`src/rtl/instr_fetch.sv`:
```
// Instruction fetch unit.
// Requests one instruction at a time from instruction memory, presents the
// decoded opcode/operand fields and the instruction address to the decoder,
// and advances the fetch program counter (or takes a jump) when the decoder
// accepts the instruction. A halt request parks the unit after the current
// instruction is accepted; fetching resumes from the saved program counter.
//
// Ports
//   clk           rising-edge clock
//   reset         synchronous active-high reset
//   imem_req      instruction-memory read request
//   imem_addr     read address, valid while imem_req=1
//   imem_ack      memory completion strobe, imem_rdata valid with it
//   imem_rdata    fetched instruction word (opcode [15:12], operand [11:0])
//   instr_valid   opcode/operand/pc_out hold an instruction for the decoder
//   instr_ready   decoder accepts the presented instruction
//   opcode        opcode field of the presented instruction
//   operand       operand field of the presented instruction
//   pc_out        address of the presented instruction
//   jump          jump decision, honoured only on the accept handshake
//   jump_target   jump destination, sampled together with jump
//   halt          request to stop fetching
//
// State    | meaning
// ---------+------------------------------------------------------------
// IDLE     | out of reset, waiting for halt=0 to start fetching
// FETCH    | request outstanding, address held until imem_ack
// HOLD     | instruction presented, waiting for instr_ready
// HALTED   | parked after an accepted instruction, waiting for halt=0

module instr_fetch #(
   parameter int ADDR_W  = 8,
   parameter int INSTR_W = 16
) (
   input  logic               clk,
   input  logic               reset,
   output logic               imem_req,
   output logic [ADDR_W-1:0]  imem_addr,
   input  logic               imem_ack,
   input  logic [INSTR_W-1:0] imem_rdata,
   output logic               instr_valid,
   input  logic               instr_ready,
   output logic [3:0]         opcode,
   output logic [11:0]        operand,
   output logic [ADDR_W-1:0]  pc_out,
   input  logic               jump,
   input  logic [ADDR_W-1:0]  jump_target,
   input  logic               halt
);

   typedef enum logic [1:0] {
      IDLE   = 2'd0,
      FETCH  = 2'd1,
      HOLD   = 2'd2,
      HALTED = 2'd3
   } state_t;

   state_t              state_q, state_d;
   logic [ADDR_W-1:0]   fetch_pc_q, fetch_pc_d;
   logic                imem_req_q, imem_req_d;
   logic [ADDR_W-1:0]   imem_addr_q, imem_addr_d;
   logic                instr_valid_q, instr_valid_d;
   logic [3:0]          opcode_q, opcode_d;
   logic [11:0]         operand_q, operand_d;
   logic [ADDR_W-1:0]   pc_out_q, pc_out_d;
   logic [ADDR_W-1:0]   next_pc;

   always_ff @(posedge clk) begin
      if (reset) begin
         state_q       <= IDLE;
         fetch_pc_q    <= '0;
         imem_req_q    <= 1'b0;
         imem_addr_q   <= '0;
         instr_valid_q <= 1'b0;
         opcode_q      <= '0;
         operand_q     <= '0;
         pc_out_q      <= '0;
      end else begin
         state_q       <= state_d;
         fetch_pc_q    <= fetch_pc_d;
         imem_req_q    <= imem_req_d;
         imem_addr_q   <= imem_addr_d;
         instr_valid_q <= instr_valid_d;
         opcode_q      <= opcode_d;
         operand_q     <= operand_d;
         pc_out_q      <= pc_out_d;
      end
   end

   always_comb begin
      state_d       = state_q;
      fetch_pc_d    = fetch_pc_q;
      imem_req_d    = imem_req_q;
      imem_addr_d   = imem_addr_q;
      instr_valid_d = instr_valid_q;
      opcode_d      = opcode_q;
      operand_d     = operand_q;
      pc_out_d      = pc_out_q;
      // jump overrides the increment, but only on the accept handshake
      next_pc       = jump ? jump_target : fetch_pc_q;

      unique case (state_q)
         IDLE: begin
            if (!halt) begin
               state_d     = FETCH;
               imem_req_d  = 1'b1;
               imem_addr_d = fetch_pc_q;
            end
         end
         FETCH: begin
            // halt is deliberately not looked at: an issued request always completes
            if (imem_ack && imem_req_q) begin
               state_d       = HOLD;
               imem_req_d    = 1'b0;
               instr_valid_d = 1'b1;
               opcode_d      = imem_rdata[15:12];
               operand_d     = imem_rdata[11:0];
               pc_out_d      = fetch_pc_q;
               fetch_pc_d    = fetch_pc_q + ADDR_W'(1);
            end
         end
         HOLD: begin
            if (instr_valid_q && instr_ready) begin
               instr_valid_d = 1'b0;
               fetch_pc_d    = next_pc;
               if (halt) begin
                  state_d = HALTED;
               end else begin
                  state_d     = FETCH;
                  imem_req_d  = 1'b1;
                  imem_addr_d = next_pc;
               end
            end
         end
         HALTED: begin
            if (!halt) begin
               state_d     = FETCH;
               imem_req_d  = 1'b1;
               imem_addr_d = fetch_pc_q;
            end
         end
         default: state_d = IDLE;
      endcase
   end

   assign imem_req    = imem_req_q;
   assign imem_addr   = imem_addr_q;
   assign instr_valid = instr_valid_q;
   assign opcode      = opcode_q;
   assign operand     = operand_q;
   assign pc_out      = pc_out_q;

endmodule

```
`config.mk`:
```
export PLATFORM = sky130hd
export DESIGN_NAME = instr_fetch
export DESIGN_NICKNAME = d
export VERILOG_FILES = /design/src/rtl/instr_fetch.sv
export SDC_FILE = /design/constraint.sdc
export NUM_CORES = 1
export LEC_CHECK = 0
export BUFFER_PORTS_ARGS = -buffer_cell sky130_fd_sc_hd__buf_2
export CAP_MARGIN = 40
export CELL_PAD_IN_SITES_DETAIL_PLACEMENT = 1
export CELL_PAD_IN_SITES_GLOBAL_PLACEMENT = 2
export CORE_UTILIZATION = 27
export CTS_BUF_LIST = sky130_fd_sc_hd__clkbuf_8
export CTS_CLUSTER_DIAMETER = 120
export DETAILED_ROUTE_END_ITERATION = 6
export HOLD_SLACK_MARGIN = 0.03
export PLACE_DENSITY = 0.85
export SYNTH_ARGS = -nofsm -noshare
export SYNTH_HDL_FRONTEND = slang
export SYNTH_SLANG_ARGS = --single-unit
```
`constraint.sdc`:
```
create_clock -name clk -period 1.6 [get_ports clk]
set_clock_uncertainty 0.1 [all_clocks]
set_input_delay 0.32 -clock clk [delete_from_list [all_inputs] [get_ports clk]]
set_output_delay 0.32 -clock clk [all_outputs]
set_load 0.1 [all_outputs]
```
## Word-level counts from Yosys, hierarchy flattened

Cells that the tools add are included.

- Flip-flop bits (word level): 44
- Bits of input ports: 30
- Output and inout port bits: 34
- Word-level logic and storage cells: 47

- Add/sub/neg operators: 1
- Eq/ne operators: 7
- Muxes and demuxes: 20
- Reductions and logical operators: 11

Operators with widths:

| kind | number |
|---|---|
| $mux 8 | 6 |
| $pmux 8 s2 | 2 |
| $add 8x1->8 const B | 1 |
| $mux 2 | 4 |
| $ne 2x2->1 const B | 4 |
| $pmux 2 s3 | 1 |
| $reduce_and 3->1 | 2 |
| $mux 1 | 5 |
| $eq 2x2->1 const B | 2 |
| $reduce_and 2->1 | 2 |
| $reduce_and 4->1 | 1 |
| $reduce_bool 2->1 | 2 |
| $pmux 1 s3 | 1 |
| $eq 2x1->1 const B | 1 |
| $logic_and 1x1->1 | 2 |
| $logic_not 2->1 | 1 |
| $pmux 1 s2 | 1 |
| $reduce_or 2->1 | 1 |

## Depth between registers and ports, before layout

Gate-level depths: netlist of run 1.

- Word-level depth: 4
- Gate-level depth with buffers: 8
- Gate-level depth less buffers: 6

## Least setup slack after synthesis of run 1

OpenSTA, ideal clock, no wires.

- Kind: flip-flop to flip-flop
- Start point: reg imem_req_q (netlist: imem_req)
- End point: reg fetch_pc_q[5]
- Library setup time: 0.131 ns
- Arrival time: 1.972 ns
- Required time: 1.369 ns
- Setup slack: -0.603 ns
- Cell stages (with the launch flop): 6
- Buffers on the path: 1
- Clock period less this slack: 2.203 ns
- Path through: dfxtp_1 nand2_2 a211oi_4 buf_4 a21boi_1 nor3_2

- Longest elaborated chain between the ends: 3

Ends and longest elaborated chain:

| element | RTL line | text |
|---|---|---|
| from (decl) | 60 | `logic imem_req_q, imem_req_d;` |
| from (signal assigned) | 81 | `imem_req_q <= imem_req_d;` |
| $logic_and 1x1->1 | 112 | `if (imem_ack && imem_req_q) begin` |
| $ne 2x2->1 (no line) | - |  |
| $reduce_and 3->1 (no line) | - |  |
| to (signal assigned) | 80 | `fetch_pc_q <= fetch_pc_d;` |
| to (decl) | 59 | `logic [ADDR_W-1:0] fetch_pc_q, fetch_pc_d;` |

Every way passes these cells.
A chain may end at the register's enable or synchronous reset.

## Worst setup path after layout of run 1

- Start point: reg state_q[0]
- End point: reg imem_addr_q[1] (netlist: imem_addr[1])

- Longest elaborated chain between the ends: 4
- Elaborated cells between the ends (all ways): 10
- Those cells by class: 5 x eq/ne; 1 x mux; 4 x reduce/logical

Ends and longest elaborated chain:

| element | RTL line | text |
|---|---|---|
| from (decl) | 58 | `state_t state_q, state_d;` |
| from (signal assigned) | 79 | `state_q <= state_d;` |
| $eq 2x2->1 or $logic_not 2->1 (tied branches) | 102 | `unique case (state_q)` |
| $reduce_or 2->1 (no line) | - |  |
| $ne 2x2->1 (no line) or $reduce_bool 2->1 (tied branches) | - |  |
| $reduce_and 4->1 (no line) | - |  |
| to (signal assigned) | 82 | `imem_addr_q <= imem_addr_d;` |
| to (decl) | 61 | `logic [ADDR_W-1:0] imem_addr_q, imem_addr_d;` |

Parallel ways exist; a longest one is shown, timed or not.

==> results of run 1 <==
-- tightest hold or removal path, stage by stage --
cell	delay, ns
buf_2	0.09
nand2_1	0.04
a21oi_1	0.05
-- Yosys cell counts, types with 3 or more instances --
library cell	number	area [sq um]
nand3_1	4	20.02
a21oi_1	33	165.2
nor2b_1	5	31.28
inv_1	7	26.28
o21ai_0	6	30.03
mux2i_1	14	140.1
nor2_1	13	48.80
nor2_2	6	37.54
o21ai_1	6	30.03
a211oi_2	5	62.56
dfxtp_1	44	880.8
clkbuf_1	11	41.29
buf_2	4	20.02
buf_4	3	22.52
nand2_1	57	214.0
ha_1	3	37.54
-- layout make-up --
type	count	area share
Clock buffer	6	0.02888
Clock inverter	2	0.004814
Inverter	8	0.01050
Multi-Input combinational cell	183	0.4175
Sequential cell	44	0.3133
Tap cell	99	0.04333
Timing Repair Buffer	85	0.1816
-- power groups by stage --
stage	combinational (W)	sequential, W	clock (W)
floorplan	0.00117	0.00202	0
global placement	0.00226	0.00141	0
detailed placement	0.00230	0.00141	0
CTS	0.00246	0.00141	0.000795
global route	0.00275	0.00143	0.000842
finish	0.00258	0.00141	0.000773
-- state kept, by name, summed over array words and instances, names as in the netlist --
register	cells
opcode	4
imem_req	1
instr_valid	1
fetch_pc_q	8
pc_out	8
operand	12
imem_addr	8
state_q	2
-- stage by stage --
| stage | std cells | power (W) | TNS, ns |
|---|---|---|---|
| after CTS | 426 | 0.004657 | -0.2952 |
| after detailed placement | 416 | 0.003714 | -2.254 |
| after global placement | 416 | 0.003672 | -0.8459 |
| after floorplan | 256 | 0.003189 | -0.8635 |
| after global routing | 427 | 0.005028 | -1.858 |
| final | 427 | 0.004760 | -0.4315 |
-- what timing repair did --
action,CTS,global route
resized for setup,13,7
endpoints found under the setup margin,42,20
pin swaps,6,4
cloned,1,0
hold endpoints to repair,0,0
setup buffers,1,1
-- final timing paths --
path	startpoint	to	slack (ns)	cells past startpoint
worst max-delay path	state_q[0]$_SDFFE_PP0P_	imem_addr[1]$_SDFFE_PP0P_	-0.08	8
worst min-delay path	imem_rdata[7]	operand[7]$_SDFFE_PP0P_	0.14	3
worst max register to register	state_q[0]$_SDFFE_PP0P_	imem_addr[1]$_SDFFE_PP0P_	-0.08	8
worst min register to register	operand[0]$_SDFFE_PP0P_	operand[0]$_SDFFE_PP0P_	0.35	2
-- cell families after synthesis --
group,Yosys count,share of synthesized area
and+or+nand+nor,97,0.2084
AOI/OAI and AO/OA,68,0.2208
DFF,44,0.4156
buffers and inverters,29,0.06611
muxes,15,0.07143
adders and majority gates,3,0.01771
-- routing by layer --
layer | routed length [microns] | vias to the layer above
met5 | 0 | -
li1 | - | 1012
met3 | 221 | 4
met4 | 31 | 0
met1 | 2725 | 965
met2 | 3067 | 34
==> impl_metrics.toml, run 1 <==
[sta]
worst_pin_slew_ns = 0.4998
fmax_mhz = 595.2
slew_violations = 0
finalWorstSetupSlack_ns = -0.08004
setup_viol = 11
holdWs_ns = 0.1383
max_slew_margin = 0.6691
final-hold-violation-count = 0
period_needed_ns = 1.680
rsz0062_at_grt = "true"
min_period_over_period = 1.050

[power_and_ir_drop]
pwr-share-clk = 0.163
p_seq_frac = 0.296
ir_drop_mv = 0.8068
p_per_area_nw_per_um2 = 1665
switchingPower_w = 0.002205
switching_share = 0.4633
p_int_w = 0.002555
power_frac_comb = 0.541
p_leak_nw = 1.157

[final_layout]
final_util = 0.3859
seq_area_sq_um = 895.9
antenna_cells = 0
mostFrequentLayoutCells = "buf_2, nand2_1, dfxtp_1"
finish.instance_area_sq_um = 2859
fillCellCount = 902
multi_input_area_sq_um = 1194
layout_commonest_cell = "buf_2"
synthToLayoutAreaGrowth_pct = 34.89
final_layout_size_suffix_gt1_frac = 0.4085
nNetsFinal = 360

[synth]
ys.flop_type = "dfxtp_1"
syn-mean-instance-area_sq_um = 8.279
synth_nets = 289
synth_cells = 256
synth-edff-count = 0
ys_seq_elements = 44
synth-warning-count = 0
ys_seq_area_frac = 0.4156
synthesis.area_sq_um = 2120
ys_types = 45
async_reset_ff_frac = 0

[setup_path]
cp-start-kind = "register"
cp.arrival_ns = 1.78
crit_fanout = 14
cp_top_family = "buffers and inverters"
required_ns = 1.70
path_class = "reg2reg"
crit_slowest_cell = "dfxtp_4"
slowest_delay_ns = 0.37
path_buf_inv = 3
path_cells = "inv_2 > ha_4 > buf_4 > nor2_1 > nor3_4 > buf_4 > mux2i_1 > nor2_1"
end_kind = "register"

[floorplan]
row_count = 31
die_h_microns = 90.60
coreArea_sq_um = 7408
die-area_sq_um = 8208
die_x_microns = 90.60
boundaryPins = 64
initial_utilization = 0.2861

[route]
ant_nets = 0
post_drt_via_cell_ratio = 4.719
drt-pass1-iter-count = 3
drc = 0
routed_wl_mm = 6.046
routedWlPerCell_microns = 14.16
route.vias.total = 2015
drt_iter0_markers = 74

[grt]
grt_use_met3 = 0.03451
track_usage = 0.1496
grt_pass1_vias = 2101
gr-total-overflow = 0
grt_util_met1 = 0.1829
top_usage_layer = "met2"
met2_usage = 0.2569
antenna_found_initial = 0
grt_max_degree = 25
grt_first_pass_wirelength_mm = 9.901

[placement]
portBuffers = 63
dp_hpwl_mm = 4.265
gp_congestion = 0.7263
place_ws_ns = -0.1793
dpl_cell_area_sq_um = 2659

[clock_tree]
root_buffer = "clkbuf_8"
cts_buffer_depth = 2
hold_buffers = 0
clk_pin_slew_worst_paths_ns = 0.09
worstSkewPairLatency_ns = 0.30
cts_buffers = 5
cts_tree = "done"
clock_sinks = 44
cts_htree_levels = 2

[run]
cap_violations = 0

[min_path]
hp-class = "in2reg"

[run_status]
outcome = "complete, but fails checks"
violations = "negative setup slack"
No activity file was read; power rests on OpenSTA's default activity.
==> run 2: changes to the inputs <==
--- a/config.mk
+++ b/config.mk
@@ -5,16 +5,17 @@
 export SDC_FILE = /design/constraint.sdc
 export NUM_CORES = 1
 export LEC_CHECK = 0
+export ABC_AREA = 1
 export BUFFER_PORTS_ARGS = -buffer_cell sky130_fd_sc_hd__buf_2
 export CAP_MARGIN = 40
 export CELL_PAD_IN_SITES_DETAIL_PLACEMENT = 1
 export CELL_PAD_IN_SITES_GLOBAL_PLACEMENT = 2
-export CORE_UTILIZATION = 27
+export CORE_UTILIZATION = 25
 export CTS_BUF_LIST = sky130_fd_sc_hd__clkbuf_8
 export CTS_CLUSTER_DIAMETER = 120
 export DETAILED_ROUTE_END_ITERATION = 6
 export HOLD_SLACK_MARGIN = 0.03
-export PLACE_DENSITY = 0.85
+export PLACE_DENSITY = 0.84
 export SYNTH_ARGS = -nofsm -noshare
 export SYNTH_HDL_FRONTEND = slang
 export SYNTH_SLANG_ARGS = --single-unit
==> impl_metrics.toml, run 2 <==
[run_status]
outcome = "finished, final reports clean"

[power_and_ir_drop]
p_leak_nw = 1.260
p_per_area_nw_per_um2 = 1880
switchingPower_w = 0.002419
ir_drop_mv = 0.4897
switching_share = 0.4892
p_seq_frac = 0.292
p_int_w = 0.002526
power_frac_comb = 0.521
pwr-share-clk = 0.187

[synth]
ys.flop_type = "dfxtp_1"
yosys.area.top_type = "dfxtp_1"
synthTopCellsByCount = "nor2_1, dfxtp_1, nand2_1"
synthTopCellsByArea = "dfxtp_1, o21ai_0, nor2_1, nand2_1, a21oi_1"
syn-mean-instance-area_sq_um = 7.282
synth-edff-count = 0
synth_top_area_frac = 0.4351
ys_seq_elements = 44
synth_nets = 311
synthesis.area_sq_um = 2024
async_reset_ff_frac = 0
ys_types = 25
synth_most_common_cell = "nor2_1"
ys_seq_area_frac = 0.4351
synth_cells = 278
synth-warning-count = 0

[clock_tree]
cts_buffers = 5
clk_pin_slew_worst_paths_ns = 0.09
cts_htree_levels = 2
clock_sinks = 44
cts_tree = "done"
hold_buffers = 0
root_buffer = "clkbuf_8"
cts_buffer_depth = 2
worstSkewPairLatency_ns = 0.30

[setup_path]
path_class = "reg2out"
required_ns = 1.18
cp_top_family = "buffers and inverters"
crit_slowest_cell = "buf_2"
path_cells = "buf_2"
cp-start-kind = "register"
path_buf_inv = 1
crit_fanout = 3
slowest_delay_ns = 0.43
startpoint = "instr_valid$_SDFFE_PP0P_"
cp.arrival_ns = 1.11
end_kind = "output port"
rr_startpoint = "state_q[0]$_SDFFE_PP0P_"

[sta]
min_period_over_period = 0.9547
slew_violations = 0
final-hold-violation-count = 0
setup_viol = 0
rsz0062_at_grt = "true"
period_needed_ns = 1.527
worst_pin_slew_ns = 0.5023
fmax_mhz = 654.7
max_slew_margin = 0.6674

[route]
drc = 0
drt_iter0_markers = 63
route.vias.total = 2036
post_drt_via_cell_ratio = 4.545
routed_wl_mm = 5.745
drt-pass1-iter-count = 4
routedWlPerCell_microns = 12.82
ant_nets = 0

[run]
cap_violations = 0

[grt]
gr-total-overflow = 0
grt_util_met1 = 0.1840
top_usage_layer = "met2"
grt_max_degree = 40
grt_pass1_vias = 2075
antenna_found_initial = 0
track_usage = 0.1443
grt_first_pass_wirelength_mm = 9.742
met2_usage = 0.2295
grt_use_met3 = 0.04395

[final_layout]
largest_reg_flops = 12
final_util = 0.3388
stdcell_count = 448
nNetsFinal = 378
layout_commonest_cell = "buf_2"
final_layout_size_suffix_gt1_frac = 0.3006
mostFrequentLayoutCells = "buf_2, nor2_1, nand2_1"
synthToLayoutAreaGrowth_pct = 29.98
antenna_cells = 0

[placement]
dp_hpwl_mm = 4.145
place_inst = 439
portBuffers = 63
gp_congestion = 0.7848

[floorplan]
initial_utilization = 0.2606
die_x_microns = 91.99
die_h_microns = 91.99
row_count = 32
die-area_sq_um = 8461
coreArea_sq_um = 7767
boundaryPins = 64

[min_path]
min_from = "imem_rdata[9]"
hp-class = "in2reg"
run 2: cell count changes after synthesis, moves of 3 or more:
cell      change
nand2_1      -13
nor2_1       +40
inv_2         +3
clkbuf_1     -10
nor2b_1       -5
o21ai_0      +37
inv_1         +8
nor2_2        -3
mux2i_1       -9
a21oi_1       -9
a211oi_2      -5
run 2: worst paths after layout:
| check | endpoint | cells after the start | slack (ns) |
|---|---|---|---|
| setup / recovery | instr_valid | 1 | 0.07 |
| hold / removal | operand[9]$_SDFFE_PP0P_ | 3 | 0.13 |
| setup reg to reg | imem_addr[0]$_SDFFE_PP0P_ | 7 | 0.08 |
| hold reg to reg | instr_valid$_SDFFE_PP0P_ | 2 | 0.39 |
run 2: logic make-up after synthesis:
family | share of synthesized area
and+or+nand+nor | 0.2299
muxes | 0.02472
AOI/OAI and AO/OA | 0.2095
DFF | 0.4351
adders and majority gates | 0.01854
buffers and inverters | 0.08219
run 2: repair_timing:
action,4_1_cts,5_1_grt
setup endpoints to repair,12,36
resized for setup,1,8
pin swaps,1,1
setup buffers,1,0
gates cloned,0,0
run 2: area by class of cell:
class,count,area [sq um]
clock buffer,6,82.58
clock inverter,2,38.79
fill,1008,5136
inverter,19,71.32
multi-input combinational,201,999.7
sequential,44,884.6
tap,102,127.6
timing repair buffer,74,426.7
run 2: power by group through the flow:
stage | Sequential (W) | Clock [W] | Combinational (W)
after CTS | 0.00144 | 0.000954 | 0.00252
after detailed placement | 0.00146 | 0 | 0.00241
after floorplan | 0.00235 | 0 | 0.00109
after global placement | 0.00146 | 0 | 0.00237
final | 0.00144 | 0.000924 | 0.00258
after global routing | 0.00148 | 0.000989 | 0.00278
run 2: per-layer routing:
metal  part of all wire  up-vias
li1                   -     1041
met1               0.50      931
met2               0.42       57
met3              0.072        7
met4              0.015        0
met5                  0        -
run 2: metrics by stage:
stage	total power, W	setup TNS (ns)	setup slack, ns	cell area, sq um	hold slack, ns
finish	0.004946	0	0.07252	2631	0.1342
global route	0.005247	-0.01737	-0.01559	2631	0.1390
CTS	0.004918	0	0.03102	2606	0.1245
detailed placement	0.003874	-0.1364	-0.02785	2462	0.3821
global placement	0.003832	0	0.04362	2462	0.3649
floorplan	0.003441	0	0.02045	2027	0.2817
